--- src/rtl/mac32_dot_sequencer.sv ---
// mac32_dot_sequencer
//   Feeds a combinational FP32 MAC (A + B*C) with a stream of (B,C) pairs.
//   The running accumulator drives A, and each MAC result is captured back
//   into the accumulator. The final dot product init + sum(B[k]*C[k]) is
//   returned over a valid/ready handshake.
// Ports
//   clk_i, rst_i             clock (rising edge), async active-high reset
//   start_i/len_i/init_i     job start, pair count, initial accumulator
//   op_valid_i/op_ready_o    operand pair handshake, op_b_i/op_c_i operands
//   mac_a_o/b_o/c_o          MAC operands (accumulator, staged B, staged C)
//   mac_result_i             MAC result, captured on retire
//   res_valid_o/res_ready_i  result handshake, res_data_o result
//   busy_o                   job in flight (ACCUM or DONE)
//   ovf_flag_o               sticky: a retired result had an all-ones exponent
module mac32_dot_sequencer #(
  parameter int PARM_XLEN  = 32,
  parameter int PARM_EXP   = 8,
  parameter int PARM_MANT  = 23,
  parameter int PARM_LEN_W = 8
) (
  input  logic                  clk_i,
  input  logic                  rst_i,
  input  logic                  start_i,
  input  logic [PARM_LEN_W-1:0] len_i,
  input  logic [PARM_XLEN-1:0]  init_i,
  input  logic                  op_valid_i,
  output logic                  op_ready_o,
  input  logic [PARM_XLEN-1:0]  op_b_i,
  input  logic [PARM_XLEN-1:0]  op_c_i,
  output logic [PARM_XLEN-1:0]  mac_a_o,
  output logic [PARM_XLEN-1:0]  mac_b_o,
  output logic [PARM_XLEN-1:0]  mac_c_o,
  input  logic [PARM_XLEN-1:0]  mac_result_i,
  output logic                  res_valid_o,
  input  logic                  res_ready_i,
  output logic [PARM_XLEN-1:0]  res_data_o,
  output logic                  busy_o,
  output logic                  ovf_flag_o
);

  typedef enum logic [1:0] {S_IDLE, S_ACCUM, S_DONE} state_t;

  state_t                r_state;
  logic [PARM_XLEN-1:0]  r_acc;
  logic [PARM_XLEN-1:0]  r_b;
  logic [PARM_XLEN-1:0]  r_c;
  logic [PARM_LEN_W-1:0] r_issue_cnt;
  logic [PARM_LEN_W-1:0] r_retire_cnt;
  logic                  r_stage_vld;
  logic                  r_ovf;

  logic w_ready;
  logic w_accept;
  logic w_res_inf;

  // Ready depends only on state and remaining issue count, never on valid.
  assign w_ready   = (r_state == S_ACCUM) && (r_issue_cnt != '0);
  assign w_accept  = w_ready && op_valid_i;
  // Exponent field sits directly above the mantissa.
  assign w_res_inf = &mac_result_i[PARM_MANT +: PARM_EXP];

  always_ff @(posedge clk_i or posedge rst_i) begin
    if (rst_i) begin
      r_state      <= S_IDLE;
      r_acc        <= '0;
      r_b          <= '0;
      r_c          <= '0;
      r_issue_cnt  <= '0;
      r_retire_cnt <= '0;
      r_stage_vld  <= 1'b0;
      r_ovf        <= 1'b0;
    end else begin
      case (r_state)
        S_IDLE: begin
          r_stage_vld <= 1'b0;
          if (start_i) begin
            r_acc        <= init_i;
            r_issue_cnt  <= len_i;
            r_retire_cnt <= len_i;
            r_ovf        <= 1'b0;
            r_state      <= (len_i != '0) ? S_ACCUM : S_DONE;
          end
        end
        S_ACCUM: begin
          if (w_accept) begin
            r_b         <= op_b_i;
            r_c         <= op_c_i;
            r_issue_cnt <= r_issue_cnt - 1'b1;
          end
          // A retire and a new accept may share an edge; the new pair then
          // sees the freshly updated accumulator on the next cycle.
          r_stage_vld <= w_accept;
          if (r_stage_vld) begin
            r_acc        <= mac_result_i;
            r_retire_cnt <= r_retire_cnt - 1'b1;
            if (w_res_inf) r_ovf <= 1'b1;
            if (r_retire_cnt == {{(PARM_LEN_W-1){1'b0}}, 1'b1}) r_state <= S_DONE;
          end
        end
        S_DONE: begin
          r_stage_vld <= 1'b0;
          if (res_ready_i) r_state <= S_IDLE;
        end
        default: r_state <= S_IDLE;
      endcase
    end
  end

  assign op_ready_o  = w_ready;
  assign mac_a_o     = r_acc;
  assign mac_b_o     = r_b;
  assign mac_c_o     = r_c;
  assign res_valid_o = (r_state == S_DONE);
  assign res_data_o  = r_acc;
  assign busy_o      = (r_state != S_IDLE);
  assign ovf_flag_o  = r_ovf;

endmodule

--- config.mk ---
export PLATFORM = sky130hd
export DESIGN_NAME = mac32_dot_sequencer
export DESIGN_NICKNAME = d
export VERILOG_FILES = /design/src/rtl/mac32_dot_sequencer.sv
export SDC_FILE = /design/constraint.sdc
export NUM_CORES = 1
export LEC_CHECK = 0
export ABC_AREA = 1
export BUFFER_PORTS_ARGS = -buffer_cell sky130_fd_sc_hd__buf_2
export CAP_MARGIN = 20
export CORE_MARGIN = 1
export CORE_UTILIZATION = 40
export DETAILED_ROUTE_END_ITERATION = 16
export MAX_ROUTING_LAYER = met4
export PLACE_DENSITY_LB_ADDON = 0.3
export SLEW_MARGIN = 20
export SYNTH_ARGS = -nofsm -noshare
export SYNTH_HDL_FRONTEND = slang
export SYNTH_SLANG_ARGS = --single-unit
--- constraint.sdc ---
create_clock -name clk_i -period 4.6 [get_ports clk_i]
set_input_delay 0.46 -clock clk_i [delete_from_list [all_inputs] [get_ports clk_i]]
set_output_delay 0.46 -clock clk_i [all_outputs]
set_load 0.005 [all_outputs]
==> results.json <==
{
  "firstDrtPassIters": 4,
  "path_buf_inv": 1,
  "ys_types": 28,
  "synth.most_common_cell": "nand2_1",
  "synth.net_count": 831,
  "antenna_found_initial": 0,
  "critPathTopFamily": "compound AO/OA/AOI/OAI gates",
  "gr-usage-all-layers_pct": 22.69,
  "cts_hold_buf": 0,
  "cts_resized": 0,
  "max_freq_mhz": 364.6,
  "synth_ff_type": "dfrtp_1",
  "ant_nets": 0,
  "start_util_pct": 41.69,
  "drive_above_1_share_pct": 35.42,
  "yosys-top-cells-count": "255 x nand2_1, 116 x dfrtp_1, 71 x nand3_1",
  "required_ps": 4140,
  "synthXorXnorAreaFrac_pct": 0.3124,
  "rows": 42,
  "io_pins": 273,
  "yosys.area_share.simple_pct": 28.63,
  "synth_top_family_by_area": "simple AND/OR/NAND/NOR gates",
  "p_leak_nw": 4.044,
  "rsz0062_at_grt": "no",
  "clock_sinks": 116,
  "cts_tree": "yes",
  "path_cells": "nand2_4 -> a21oi_4 -> buf_2",
  "synthAdderAreaFrac_pct": 0.8925,
  "synth_edf_count": 0,
  "clockRootBuffer": "clkbuf_16",
  "portBuffers": 272,
  "ys_warn_count": 0,
  "setup-tns-final_ps": 0,
  "wl_mm": 15.67,
  "path_clk_slew_ps": 50,
  "outcome": "complete, no violations",
  "ys_async_sr_fraction_pct": 100.0,
  "start_kind": "flop",
  "max_cap_violations": 0,
  "relSlewSlack_pct": 37.67,
  "first_iter_violations": 339,
  "synth_area_leader_cell": "dfrtp_1",
  "syn_area_sq_mm": 0.005608,
  "antenna_cells": 0,
  "vias_per_cell": 4.876,
  "cp-endpoint": "op_ready_o",
  "arrival_ps": 2280,
  "gp_congestion": 0.8187,
  "critPathLaunch": "r_state[0]$_DFFE_PP0P_",
  "hpwl_mm": 11.05,
  "r2r_start": "r_state[0]$_DFFE_PP0P_",
  "worst_hold_slack_ps": 237.1,
  "r2r_end": "mac_b_o[30]$_DFFE_PP0P_",
  "synth_mux_area_share_pct": 0,
  "clkLatencyLatePin_ps": 410,
  "grt_max_degree": 76,
  "ys_seq_area_share_pct": 51.76,
  "ys_seq_elements": 116,
  "drc": 0,
  "final-setup-viol-count": 0,
  "fin_skew_ps": 11.43,
  "netlist_instances": 686,
  "reg2reg_depth": 6,
  "crit_fanout": 51,
  "slew_violations": 0,
  "wire_per_inst_um": 14.22,
  "crit_path_end_kind": "output port",
  "slowest_delay_ps": 630,
  "dieHeight_um": 120.4,
  "synth_top_cell_area_share_pct": 51.76,
  "yosys-top-cells-area": "dfrtp_1 52%, nand2_1 17%, nand3_1 6.3%, buf_4 4.6%, nor2_1 3.9%",
  "crit_type": "flop to output port",
  "finalCriticalPeriod_ps": 2743,
  "hold_viol_final": 0,
  "overflow": 0,
  "fp.dieW_um": 120.4,
  "nets": 1058,
  "synth_compound_area_share_pct": 7.764,
  "cp.depth": 3,
  "syn2layout_area_growth_pct": 31.82,
  "fin_crit_sh_pct": 59.62,
  "cp_slowest_cell": "a21oi_4",
  "r2r_slack_ps": 2190,
  "via_count": 5373,
  "p_per_area_mw_per_mm2": 786.5,
  "avgSynthCellArea_sq_um": 8.175,
  "design.die.area_sq_mm": 0.01450,
  "cts_setup_buffers": 0,
  "grt_pass1_wl_mm": 24.77,
  "grt_pass1_vias": 4954,
  "cts_inserted_buffers": 17,
  "vdd_drop_max_v": 0.0003531,
  "core_sq_mm": 0.01345,
  "htreeDepth": 4,
  "cts_buffer_depth": 2,
  "hp-class": "input pin to async pin",
  "worstMarginPinSlew_ps": 935.0
}
==> logic make-up (layout without fill, tap and decap cells) <==
kind of cell	count (synthesis)	in the layout
AOI/OAI and AO/OA	69	69
xor gates and xnor gates	2	2
adders and majority gates	4	4
buffers and inverters	100	340
DFF	116	116
and+or+nand+nor	395	395
==> how the worst min path moves through the flow <==
stage / from / endpoint / slack (ps)
2_1_floorplan: r_retire_cnt[7]$_DFFE_PP0P_ / r_retire_cnt[7]$_DFFE_PP0P_ / 440
3_3_place_gp: mac_c_o[16]$_DFFE_PP0P_ / mac_c_o[16]$_DFFE_PP0P_ / 460
3_5_place_dp: mac_c_o[31]$_DFFE_PP0P_ / mac_c_o[31]$_DFFE_PP0P_ / 460
4_1_cts: op_b_i[16] / mac_b_o[16]$_DFFE_PP0P_ / 250
5_1_grt: op_c_i[26] / mac_c_o[26]$_DFFE_PP0P_ / 260
6_report: rst_i / mac_c_o[10]$_DFFE_PP0P_ / 240
==> cell type report <==
type,count,area [sq um]
Timing Repair Buffer,280,1421
Tap cell,176,220.2
Clock inverter,14,185.2
Fill cell,1306,6061
Multi-Input combinational cell,470,2116
Sequential cell,116,2903
Clock buffer,18,439.2
Inverter,28,107.6
==> registers in the layout (all words and copies together) (netlist names) <==
register / flops
r_state: 2
r_issue_cnt: 8
ovf_flag_o: 1
r_stage_vld: 1
mac_c_o: 32
mac_b_o: 32
mac_a_o: 32
r_retire_cnt: 8
==> layout by cell type (no fill, tap or decap) <==
cell type / n
nand2_4: 1
dfrtp_1: 116
a31oi_1: 30
ha_1: 4
nand4_1: 5
nor2_1: 58
nand3_2: 1
buf_2: 272
bufinv_16: 4
o21ai_1: 7
a31oi_2: 3
o21ai_2: 1
buf_4: 8
nand2_2: 2
inv_1: 22
nor3_1: 2
inv_4: 1
clkinv_2: 5
clkinvlp_4: 3
nand2_1: 255
clkbuf_16: 17
a21oi_1: 7
a21boi_0: 1
inv_2: 5
clkbuf_8: 1
a21oi_4: 1
nand3_1: 71
o31ai_1: 1
o21ai_0: 16
o211ai_4: 1
clkinv_4: 2
o22ai_1: 1
xor2_1: 2
==> report_power, final <==
part / switching (W) / internal, W / total [W]
combinational: 0.00156 / 0.000995 / 0.00255
sequential: 0.000338 / 0.00154 / 0.00188
clock: 0.000465 / 0.000915 / 0.00138
total: 0.00236 / 0.00345 / 0.00581
==> through the flow <==
step                total power, W  utilization (%)  instances  setup slack [ps]  area (sq um)
global route              0.006310            54.95       1102              1708          7392
finish                    0.005814            54.95       1102              1857          7392
CTS                       0.005871            54.95       1102              1821          7392
detailed placement        0.004461            50.31       1070              2207          6768
global placement          0.004428            50.31       1070              2265          6768
floorplan                 0.003715                -        686              1068          5608
==> worst reg2reg max path, delay by kind of cell (launching register included) <==
kind                   cells  cell delay (ps)
and+or+nand+nor            4             1060
buffers and inverters      2              650
DFF                        1              590
==> per-layer routing <==
| metal | GRT usage [%] | wire length [um] |
|---|---|---|
| met3 | 6.368 | 1229 |
| met5 | - | 0 |
| met4 | 6.173 | 170 |
| met2 | 36.53 | 7530 |
| met1 | 28.04 | 6743 |
Note: power is estimated with default switching activity, not from simulation.
